==> src/rtl/mips_pkg.sv <==
// Shared MIPS datapath constants and types: architectural register-zero index and default widths.
// No logic; no latency or backpressure.
package mips_pkg;
    localparam int REG_ZERO         = 0;
    localparam int DEFAULT_DATA_W   = 32;
    localparam int DEFAULT_NUM_REGS = 32;

    typedef logic [$clog2(DEFAULT_NUM_REGS)-1:0] reg_idx_t;
endpackage

==> src/rtl/reg_file_mp_if.sv <==
// Register-file bus: two write ports, NUM_RD flattened read ports and the busy-set request.
// Latency and flow are set by reg_file_mp; the bus has no handshake and is always accepted.
interface reg_file_mp_if #(
    parameter int DATA_W   = 32,
    parameter int NUM_REGS = 32,
    parameter int NUM_RD   = 2
);
    localparam int AW = $clog2(NUM_REGS);

    logic                     reg_write_en0;
    logic [AW-1:0]            write_reg0;
    logic [DATA_W-1:0]        write_data0;
    logic                     reg_write_en1;
    logic [AW-1:0]            write_reg1;
    logic [DATA_W-1:0]        write_data1;
    logic [NUM_RD*AW-1:0]     read_reg;
    logic [NUM_RD*DATA_W-1:0] read_data;
    logic                     busy_set_en;
    logic [AW-1:0]            busy_set_reg;
    logic [NUM_RD-1:0]        read_busy;

    modport master (
        output reg_write_en0, write_reg0, write_data0,
        output reg_write_en1, write_reg1, write_data1,
        output read_reg, busy_set_en, busy_set_reg,
        input  read_data, read_busy
    );

    modport slave (
        input  reg_write_en0, write_reg0, write_data0,
        input  reg_write_en1, write_reg1, write_data1,
        input  read_reg, busy_set_en, busy_set_reg,
        output read_data, read_busy
    );
endinterface

==> src/rtl/reg_file_mp_scoreboard.sv <==
// Per-register busy bits: set at decode, cleared by writeback, set beats clear; lookup is combinational.
// Updates 1 cycle after the request; always ready, no backpressure.
module reg_scoreboard
    import mips_pkg::*;
#(
    parameter int NUM_REGS = DEFAULT_NUM_REGS,
    parameter int NUM_RD   = 2,
    localparam int AW      = $clog2(NUM_REGS)
) (
    input  logic                 clk,
    input  logic                 rst_n,
    input  logic                 i_set_en,
    input  logic [AW-1:0]        i_set_reg,
    input  logic                 i_clr_en0,
    input  logic [AW-1:0]        i_clr_reg0,
    input  logic                 i_clr_en1,
    input  logic [AW-1:0]        i_clr_reg1,
    input  logic [NUM_RD*AW-1:0] i_rd_reg,
    output logic [NUM_RD-1:0]    o_rd_busy
);
    logic [NUM_REGS-1:0] r_busy;
    logic [NUM_REGS-1:0] w_busy_nxt;

    // Set is applied last: a new producer issued this cycle outranks the one retiring.
    always_comb begin
        w_busy_nxt = r_busy;
        if (i_clr_en0) w_busy_nxt[i_clr_reg0] = 1'b0;
        if (i_clr_en1) w_busy_nxt[i_clr_reg1] = 1'b0;
        if (i_set_en && i_set_reg != AW'(REG_ZERO)) w_busy_nxt[i_set_reg] = 1'b1;
        w_busy_nxt[REG_ZERO] = 1'b0;
    end

    always_ff @(posedge clk or negedge rst_n) begin
        if (!rst_n) r_busy <= '0;
        else        r_busy <= w_busy_nxt;
    end

    for (genvar k = 0; k < NUM_RD; k++) begin : g_rd
        assign o_rd_busy[k] = r_busy[i_rd_reg[k*AW +: AW]];
    end
endmodule

==> src/rtl/reg_file_mp.sv <==
// Multi-port register file: dual write (port 1 wins collisions), NUM_RD combinational reads, optional bypass, busy scoreboard.
// Write latency 1 cycle, read latency 0; no backpressure, every request is accepted.
module reg_file_mp
    import mips_pkg::*;
#(
    parameter int DATA_W   = DEFAULT_DATA_W,
    parameter int NUM_REGS = DEFAULT_NUM_REGS,
    parameter int NUM_RD   = 2,
    parameter int BYPASS   = 1,
    localparam int AW      = $clog2(NUM_REGS)
) (
    input  logic          clk,
    input  logic          rst_n,
    reg_file_mp_if.slave  bus
);
    logic [DATA_W-1:0] r_regs [NUM_REGS];
    logic              w_we0;
    logic              w_we1;

    // Gating with rst_n keeps bypass from leaking write data while reset is held.
    assign w_we0 = rst_n && bus.reg_write_en0 && (bus.write_reg0 != AW'(REG_ZERO));
    assign w_we1 = rst_n && bus.reg_write_en1 && (bus.write_reg1 != AW'(REG_ZERO));

    always_ff @(posedge clk or negedge rst_n) begin
        if (!rst_n) begin
            for (int i = 0; i < NUM_REGS; i++) r_regs[i] <= '0;
        end else begin
            if (w_we0) r_regs[bus.write_reg0] <= bus.write_data0;
            if (w_we1) r_regs[bus.write_reg1] <= bus.write_data1;
        end
    end

    for (genvar k = 0; k < NUM_RD; k++) begin : g_rd
        logic [AW-1:0]     w_idx;
        logic [DATA_W-1:0] w_dat;

        assign w_idx = bus.read_reg[k*AW +: AW];

        always_comb begin
            w_dat = r_regs[w_idx];
            if (BYPASS != 0) begin
                if (w_we0 && w_idx == bus.write_reg0) w_dat = bus.write_data0;
                if (w_we1 && w_idx == bus.write_reg1) w_dat = bus.write_data1;
            end
        end

        assign bus.read_data[k*DATA_W +: DATA_W] = w_dat;

        if ((1 << AW) != NUM_REGS) begin : g_chk
            always @(posedge clk) if (rst_n) assert (int'(w_idx) < NUM_REGS);
        end
    end

    if ((1 << AW) != NUM_REGS) begin : g_wchk
        always @(posedge clk) begin
            if (rst_n && bus.reg_write_en0) assert (int'(bus.write_reg0) < NUM_REGS);
            if (rst_n && bus.reg_write_en1) assert (int'(bus.write_reg1) < NUM_REGS);
            if (rst_n && bus.busy_set_en)   assert (int'(bus.busy_set_reg) < NUM_REGS);
        end
    end

    reg_scoreboard #(
        .NUM_REGS (NUM_REGS),
        .NUM_RD   (NUM_RD)
    ) u_sb (
        .clk        (clk),
        .rst_n      (rst_n),
        .i_set_en   (bus.busy_set_en),
        .i_set_reg  (bus.busy_set_reg),
        .i_clr_en0  (w_we0),
        .i_clr_reg0 (bus.write_reg0),
        .i_clr_en1  (w_we1),
        .i_clr_reg1 (bus.write_reg1),
        .i_rd_reg   (bus.read_reg),
        .o_rd_busy  (bus.read_busy)
    );
endmodule

==> src/flat_wrapper.sv <==
// flat-port wrapper written by rule: the top's interface ports become plain ports
module reg_file_mp_flat import mips_pkg::*;
#(
    parameter int DATA_W   = DEFAULT_DATA_W,
    parameter int NUM_REGS = DEFAULT_NUM_REGS,
    parameter int NUM_RD   = 2,
    parameter int BYPASS   = 1,
    localparam int AW      = $clog2(NUM_REGS)
)
  (clk, rst_n, bus_reg_write_en0, bus_write_reg0, bus_write_data0, bus_reg_write_en1, bus_write_reg1, bus_write_data1, bus_read_reg, bus_busy_set_en, bus_busy_set_reg, bus_read_data, bus_read_busy);
  reg_file_mp_if #(.DATA_W(DATA_W), .NUM_REGS(NUM_REGS), .NUM_RD(NUM_RD)) bus_i ();
  input  logic clk;
  input  logic rst_n;
  input wire logic [$bits(bus_i.reg_write_en0)-1:0] bus_reg_write_en0;
  input wire logic [$bits(bus_i.write_reg0)-1:0] bus_write_reg0;
  input wire logic [$bits(bus_i.write_data0)-1:0] bus_write_data0;
  input wire logic [$bits(bus_i.reg_write_en1)-1:0] bus_reg_write_en1;
  input wire logic [$bits(bus_i.write_reg1)-1:0] bus_write_reg1;
  input wire logic [$bits(bus_i.write_data1)-1:0] bus_write_data1;
  input wire logic [$bits(bus_i.read_reg)-1:0] bus_read_reg;
  input wire logic [$bits(bus_i.busy_set_en)-1:0] bus_busy_set_en;
  input wire logic [$bits(bus_i.busy_set_reg)-1:0] bus_busy_set_reg;
  output wire logic [$bits(bus_i.read_data)-1:0] bus_read_data;
  output wire logic [$bits(bus_i.read_busy)-1:0] bus_read_busy;
  assign bus_i.reg_write_en0 = bus_reg_write_en0;
  assign bus_i.write_reg0 = bus_write_reg0;
  assign bus_i.write_data0 = bus_write_data0;
  assign bus_i.reg_write_en1 = bus_reg_write_en1;
  assign bus_i.write_reg1 = bus_write_reg1;
  assign bus_i.write_data1 = bus_write_data1;
  assign bus_i.read_reg = bus_read_reg;
  assign bus_i.busy_set_en = bus_busy_set_en;
  assign bus_i.busy_set_reg = bus_busy_set_reg;
  assign bus_read_data = bus_i.read_data;
  assign bus_read_busy = bus_i.read_busy;
  reg_file_mp #(.DATA_W(DATA_W), .NUM_REGS(NUM_REGS), .NUM_RD(NUM_RD), .BYPASS(BYPASS)) u_core (.clk(clk), .rst_n(rst_n), .bus(bus_i));
endmodule
==> config.mk <==
export PLATFORM = sky130hd
export DESIGN_NAME = reg_file_mp_flat
export DESIGN_NICKNAME = d
export VERILOG_FILES = /design/src/rtl/mips_pkg.sv /design/src/rtl/reg_file_mp_if.sv /design/src/rtl/reg_file_mp_scoreboard.sv /design/src/rtl/reg_file_mp.sv /design/src/flat_wrapper.sv
export SDC_FILE = /design/constraint.sdc
export NUM_CORES = 2
export LEC_CHECK = 0
export BUFFER_PORTS_ARGS = -buffer_cell sky130_fd_sc_hd__buf_4
export CAP_MARGIN = 15
export CORE_ASPECT_RATIO = 1.75
export CORE_MARGIN = 2
export CORE_UTILIZATION = 50
export DETAILED_ROUTE_END_ITERATION = 16
export PLACE_DENSITY_LB_ADDON = 0.05
export SETUP_SLACK_MARGIN = 0.3
export SYNTH_ARGS = -nofsm -noshare
export SYNTH_HDL_FRONTEND = slang
export SYNTH_SLANG_ARGS = --single-unit
==> constraint.sdc <==
create_clock -name clk -period 2.3 [get_ports clk]
set_input_delay 0.345 -clock clk [delete_from_list [all_inputs] [get_ports clk]]
set_output_delay 0.345 -clock clk [all_outputs]
set_load 0.01 [all_outputs]
## Yosys cells after proc, flatten, opt, wreduce, memory -nomap -nowiden

Index checks and enable logic that the tools add are counted.

| storage, ports and cells | value |
|---|---|
| output and inout port bits | 66 |
| logic and storage cells | 108 |
| register bits | 1055 |
| bits of input ports | 94 |

| operators by class | value |
|---|---|
| order comparisons | 14 |
| bitwise logic cells | 9 |
| equality and inequality tests | 4 |
| multiplexer cells | 31 |
| reductions and logical operators | 17 |

Operator list:

| cell | number |
|---|---|
| $bwmux 1024 | 2 |
| $mux 1024 | 2 |
| $mux 32 | 13 |
| $bmux 32 s5 | 2 |
| $demux 32 s5 | 2 |
| $and 32x32->32 | 2 |
| $not 32->32 | 2 |
| $or 32x32->32 | 1 |
| $lt 5x6->1 const B | 5 |
| $ge 6x6->1 const B | 4 |
| $not 5->6 | 4 |
| $eq 5x5->1 | 4 |
| $demux 1 s5 | 3 |
| $ge 5x1->1 const B | 3 |
| $reduce_bool 5->1 | 3 |
| $logic_and 1x1->1 | 14 |
| $lt 6x1->1 const B | 2 |
| $bmux 1 s5 | 2 |
| $mux 1 | 5 |

## Logic depth before layout (Yosys ltp)

| depth | value |
|---|---|
| depth in word-level cells | 11 |
| gate-level depth with buffers | 10 |
| gate-level depth less buffers | 5 |

## By module

From an unflattened synthesis, not the netlist that was laid out.

| second synthesis, totals | value |
|---|---|
| cell total of the unflattened synthesis | 6156 |
| area, all modules | 66874.1 um^2 |

By module, submodules not included:

| module | cells an instance | area an instance (um^2) | sequential area each (um^2) | times used |
|---|---|---|---|---|
| reg_file_mp | 5919 | 64593.2 | 25624.6 | 1 |
| reg_scoreboard | 237 | 2280.9 | 775.7 | 1 |

## Worst setup path after synthesis

OpenSTA, ideal clock, no wires.

| timing path | value |
|---|---|
| path kind | input to output |
| start point | in bus_read_reg[6] |
| end point | out bus_read_busy[1] |
| data required time | 1.955 ns |
| path buffers | 4 |
| stages on the path | 7 |
| path slack | -0.203 ns |
| arrival time | 2.158 ns |
| path through | buf_2 -> buf_2 -> buf_4 -> buf_2 -> mux4_2 -> mux4_2 -> mux2_2 |

| between the ends | value |
|---|---|
| word-level cells in the longest chain between the ends | 2 |

Ends and longest elaborated chain:

| element | line | text |
|---|---|---|
| start: declaration | flat_wrapper.sv:20 | `input wire logic [$bits(bus_i.read_reg)-1:0] bus_read_reg;` |
| $bmux 1 s5 | reg_file_mp_scoreboard.sv:39 | `assign o_rd_busy[k] = r_busy[i_rd_reg[k*AW +: AW]];` |
| $mux 1 (implied by the code) | reg_file_mp_scoreboard.sv:39 |  |
| end: declaration | flat_wrapper.sv:24 | `output wire logic [$bits(bus_i.read_busy)-1:0] bus_read_busy;` |

Every way passes these cells. The select of a mux whose other input is x is not followed.

## Worst setup path after layout

| timing path | value |
|---|---|
| start point | reg u_core.r_regs[624] (netlist name) |
| end point | out bus_read_data[16] |

| between the ends | value |
|---|---|
| word-level cells in the longest chain between the ends | 5 |

Ends and longest elaborated chain:

| element | line | text |
|---|---|---|
| start: declaration | reg_file_mp.sv:16 | `logic [DATA_W-1:0] r_regs [NUM_REGS];` |
| start signal: indexed assignment | reg_file_mp.sv:28 | `if (w_we0) r_regs[bus.write_reg0] <= bus.write_data0;` |
| start signal: indexed assignment | reg_file_mp.sv:29 | `if (w_we1) r_regs[bus.write_reg1] <= bus.write_data1;` |
| $bmux 32 s5 | reg_file_mp.sv:40 | `w_dat = r_regs[w_idx];` |
| $mux 32 (implied by the code) (2 in series) | reg_file_mp.sv:40 |  |
| $mux 32 | reg_file_mp.sv:42 | `if (w_we0 && w_idx == bus.write_reg0) w_dat = bus.write_data0;` |
| $mux 32 | reg_file_mp.sv:43 | `if (w_we1 && w_idx == bus.write_reg1) w_dat = bus.write_data1;` |
| end: declaration | flat_wrapper.sv:23 | `output wire logic [$bits(bus_i.read_data)-1:0] bus_read_data;` |

Every way passes these cells. The select of a mux whose other input is x is not followed.

==> metrics.txt <==
# TYPE chip_impl_metric gauge
chip_impl_info{name="crit_path_cell_trace",value="mux4_2 > mux4_2 > mux2i_4 > buf_6 > a211oi_2 > buf_4 > buf_6"} 1
chip_impl_metric{name="slew_headroom",unit="%"} 32.7
chip_impl_metric{name="sum_of_buffers_and_inverters_on_the_critical_path",unit=""} 3
chip_impl_metric{name="floorplan.io_pins",unit=""} 160
chip_impl_info{name="cts_root_buffer",value="sky130_fd_sc_hd__clkbuf_16"} 1
chip_impl_metric{name="port_bufs",unit=""} 159
chip_impl_metric{name="drt-wirelength-per-cell",unit="um"} 36.8
chip_impl_info{name="hold_path_class",value="primary input to asynchronous set/reset pin"} 1
chip_impl_metric{name="globalRouteOverflowTotal",unit=""} 0
chip_impl_info{name="worst_setup_path_startpoint",value="u_core.r_regs[624]"} 1
chip_impl_metric{name="setup_slack",unit="ns"} -1.02
chip_impl_metric{name="syn_area_per_cell",unit="um2"} 10.5
chip_impl_metric{name="post-dp-hpwl",unit="um"} 213000
chip_impl_metric{name="place.detailed.instances",unit=""} 8384
chip_impl_info{name="timing_worst_setup_path_type",value="flip-flop to primary output"} 1
chip_impl_metric{name="post_route_cells_drive_above_1_share",unit="%"} 31.5
chip_impl_metric{name="async_reset_ff_share",unit="%"} 100
chip_impl_metric{name="final_number_of_max_transition_violations",unit=""} 0
chip_impl_metric{name="dieHeight",unit="um"} 489
chip_impl_info{name="start_kind",value="flip-flop"} 1
chip_impl_metric{name="achievable-frequency",unit="GHz"} 0.301
chip_impl_metric{name="p_int",unit="uW"} 45400
chip_impl_metric{name="final.min_clock_period",unit="ns"} 3.32
chip_impl_metric{name="placedInstanceArea",unit="mm2"} 0.0776
chip_impl_info{name="reg2reg_from",value="u_core.r_regs[511]"} 1
chip_impl_info{name="timing.critical_path.to_type",value="primary output"} 1
chip_impl_metric{name="vdd_drop_max",unit="uV"} 671
chip_impl_metric{name="clock_insertion_delay_worst_skew",unit="ns"} 0.78
chip_impl_metric{name="portion_of_netlist_area_occupied_by_mux_cells",unit="%"} 34.8
chip_impl_metric{name="synth_compound_gate_area_share",unit="%"} 11.6
chip_impl_metric{name="synthCells",unit=""} 6369
chip_impl_metric{name="swShare",unit="%"} 31.9
chip_impl_metric{name="critPathArrivalTime",unit="ns"} 2.97
chip_impl_metric{name="post-route-period-util",unit="%"} 144
chip_impl_metric{name="share_clk_of_total_power",unit="%"} 30.4
chip_impl_metric{name="crit_path_max_incr_delay",unit="ns"} 0.58
chip_impl_metric{name="setup_total_negative_slack",unit="ns"} -48.09
chip_impl_metric{name="pwr_per_cell_area",unit="mW/mm2"} 795
chip_impl_metric{name="route.antenna.remaining_nets",unit=""} 0
chip_impl_metric{name="finalNetCount",unit=""} 6906
chip_impl_metric{name="synth_sequential_area_ratio",unit="%"} 39.3
chip_impl_metric{name="netSwitchingPower",unit="uW"} 21300
chip_impl_metric{name="fin_hold_ws",unit="ns"} -0.185
chip_impl_info{name="cts_tree",value="yes"} 1
chip_impl_metric{name="synth_xor_xnor_area_share",unit="%"} 0.261
chip_impl_metric{name="skew",unit="ns"} 0
chip_impl_metric{name="routed_wirelength",unit="um"} 320000
chip_impl_metric{name="drt_first_iter_violations",unit=""} 8155
chip_impl_metric{name="pwr-share-comb",unit="%"} 29.5
chip_impl_metric{name="finalNonFillerCells",unit=""} 8703
chip_impl_info{name="synth_top_family_by_area",value="multiplexers"} 1
chip_impl_metric{name="placementRows",unit=""} 177
chip_impl_metric{name="firstDrtPassIters",unit=""} 9
chip_impl_metric{name="initial_core_util",unit="%"} 50.4
chip_impl_info{name="rsz0062_at_grt",value="true"} 1
chip_impl_info{name="run_status",value="complete, but fails checks"} 1
chip_impl_metric{name="drv_cap",unit=""} 0
chip_impl_info{name="critPathSlowestCell",value="sky130_fd_sc_hd__mux4_2"} 1
chip_impl_metric{name="cts_buffer_depth",unit=""} 3
chip_impl_metric{name="syn-num-nets",unit=""} 6463
chip_impl_metric{name="yosys_register_bits",unit=""} 1055
chip_impl_metric{name="routed_via_density",unit=""} 6.92
chip_impl_metric{name="antenna_violations_before_repair",unit=""} 11
chip_impl_metric{name="grt_start_max_net_pins",unit=""} 168
chip_impl_metric{name="leakage",unit="uW"} 0.0377
chip_impl_metric{name="groute.usage.overall",unit="%"} 46.8
chip_impl_metric{name="routed-via-count",unit=""} 60200
chip_impl_metric{name="synth-edff-count",unit=""} 0
chip_impl_metric{name="synthesis.area",unit="mm2"} 0.0671
chip_impl_info{name="synthFlopType",value="sky130_fd_sc_hd__dfrtp_1"} 1
chip_impl_info{name="mostFrequentLayoutCells",value="sky130_fd_sc_hd__mux2i_1, sky130_fd_sc_hd__dfrtp_1, sky130_fd_sc_hd__buf_4"} 1
chip_impl_metric{name="pwr-share-seq",unit="%"} 40.1
chip_impl_metric{name="path_clk_slew",unit="ns"} 0.07
chip_impl_metric{name="finalHoldViolCount",unit=""} 101
chip_impl_metric{name="area.growth.synth_to_final",unit="%"} 24.9
chip_impl_info{name="worst_path_dominant_cell_family",value="multiplexers"} 1
chip_impl_metric{name="adder_cell_share_of_the_synthesized_area",unit="%"} 0
chip_impl_metric{name="floorplan.die.width",unit="um"} 281
chip_impl_metric{name="fp.dieArea",unit="mm2"} 0.137
chip_impl_metric{name="final_non_filler_cell_area",unit="mm2"} 0.0838
chip_impl_metric{name="htree_levels",unit=""} 3
chip_impl_metric{name="design.core.area",unit="mm2"} 0.133
chip_impl_metric{name="grt_pass1_wl",unit="um"} 450000
chip_impl_metric{name="cts_buffers",unit=""} 108
chip_impl_metric{name="critical_path.max_fanout",unit=""} 3
chip_impl_metric{name="post-route-drc-count",unit=""} 0
chip_impl_info{name="violations",value="negative hold slack, negative setup slack"} 1
chip_impl_metric{name="tritoncts_num_sinks",unit=""} 1055
chip_impl_metric{name="ys.warnings.count",unit=""} 0
chip_impl_metric{name="worst_pin_slew",unit="ns"} 1.01
chip_impl_metric{name="globalplace.congestion",unit=""} 0.985
chip_impl_metric{name="setup_viol_count_final",unit=""} 66
chip_impl_metric{name="first_global_vias",unit=""} 59200
chip_impl_metric{name="num-fill-cells",unit=""} 10700
chip_impl_info{name="most_common_cell_after_layout_fill_and_taps_aside",value="sky130_fd_sc_hd__mux2i_1"} 1
chip_impl_metric{name="worst_ep_required_time",unit="ns"} 1.96
chip_impl_metric{name="netlist-cell-type-count",unit=""} 58
chip_impl_metric{name="synth_simple_gate_area_share",unit="%"} 8.44
-- repair_timing --
action / 4_1_cts / 5_1_grt
gates cloned: 1 / 1
hold endpoints to repair: 143 / 71
hold buffers: 36 / 1
setup buffers: 36 / 33
setup endpoints to repair: 66 / 70
resized for setup: 182 / 90
pin swaps: 90 / 64
-- per-layer routing --
layer  wire length [um]  track usage (%)  share of wire [%]  vias to the layer above
met1             111000             57.4                 35                    30200
met4              33200             39.3                 10                       12
li1                   -                -                  -                    24100
met3              35400             11.5                 11                     1410
met5                 73                0              0.023                        -
met2             141000             69.4                 44                     4475
-- kinds of logic (layout without fill, tap and decap cells) --
kind of cell | count (synthesis) | count (layout)
other | 0 | 8
multiplexers | 1690 | 1690
flip-flops | 1055 | 1055
AND/OR/NAND/NOR | 1372 | 1372
buffers and inverters | 860 | 1396
AO/OA/AOI/OAI | 1372 | 1372
XOR/XNOR | 20 | 20
-- worst paths after layout --
path / to / slack [ns] / depth (start not counted)
setup / recovery: bus_read_data[16] / -1.02 / 7
hold / removal: u_core.r_regs[738] / -0.19 / 3
setup reg to reg: u_core.r_regs[511] / 0.97 / 3
hold reg to reg: u_core.r_regs[1008] / 0.40 / 0
max in group asynchronous: u_core.r_regs[671] / 0.76 / 4
min in group clk: u_core.r_regs[114] / 0 / 3
-- power by group through the flow --
stage          clock network, uW  logic [uW]  registers, uW
5_1_grt                    21000       20900          27000
3_3_place_gp                   0       17600          26600
4_1_cts                    20300       19000          26500
2_1_floorplan                  0       11700          25400
3_5_place_dp                   0       18000          26800
6_report                   20300       19700          26700
-- Yosys cell counts (29+ instances only) --
library cell / number / share of area (%)
sky130_fd_sc_hd__mux2i_1: 1144 / 17
sky130_fd_sc_hd__dfrtp_1: 1055 / 39
sky130_fd_sc_hd__nor2_1: 667 / 3.7
sky130_fd_sc_hd__a21oi_1: 609 / 4.5
sky130_fd_sc_hd__mux4_2: 509 / 17
sky130_fd_sc_hd__clkbuf_1: 506 / 2.8
sky130_fd_sc_hd__nand2_1: 506 / 2.8
sky130_fd_sc_hd__o21ai_0: 436 / 3.3
sky130_fd_sc_hd__buf_2: 145 / 1.1
sky130_fd_sc_hd__buf_1: 95 / 0.53
sky130_fd_sc_hd__nor3_1: 63 / 0.47
sky130_fd_sc_hd__o22ai_1: 63 / 0.59
sky130_fd_sc_hd__a211oi_1: 49 / 0.55
sky130_fd_sc_hd__mux2_2: 37 / 0.62
sky130_fd_sc_hd__buf_4: 34 / 0.38
sky130_fd_sc_hd__a221oi_1: 32 / 0.42
sky130_fd_sc_hd__a32o_1: 29 / 0.43
sky130_fd_sc_hd__inv_1: 29 / 0.16
-- through the flow --
step	worst slack [ns]	utilization (%)	total power, uW	hold slack, ns
4_1_cts	-0.983	62.5	65700	-0.0509
3_5_place_dp	-0.997	58.3	44800	0.385
6_report	-1.02	63.0	66700	-0.185
2_1_floorplan	-0.0718	-	37100	0.0494
3_3_place_gp	-1.02	58.3	44200	0.376
5_1_grt	-1.03	63.0	68900	-0.100
-- worst reg2reg max path: cells and delay by family, from the launching register on --
kind                   cells  cell delay (ns)
flip-flops                 1             0.40
buffers and inverters      1             0.59
multiplexers               1             0.13
AO/OA/AOI/OAI              1             0.10
-- area by class of cell --
class,count,area [um2],area share (%)
inverters,30,118,0.140
multi-input cells,4454,38800,46.3
flip-flops and latches,1055,26400,31.5
clock inverters,55,813,0.970
clock buffers,148,3160,3.76
repair buffers,1163,12300,14.6
diodes,8,20.0,0.0239
well taps,1790,2240,2.67
-- registers in the layout, summed over array words and instances (netlist names) --
signal,count
u_core.r_regs,1024
u_core.u_sb.r_busy,31
Note: power is estimated with default switching activity, not from simulation.
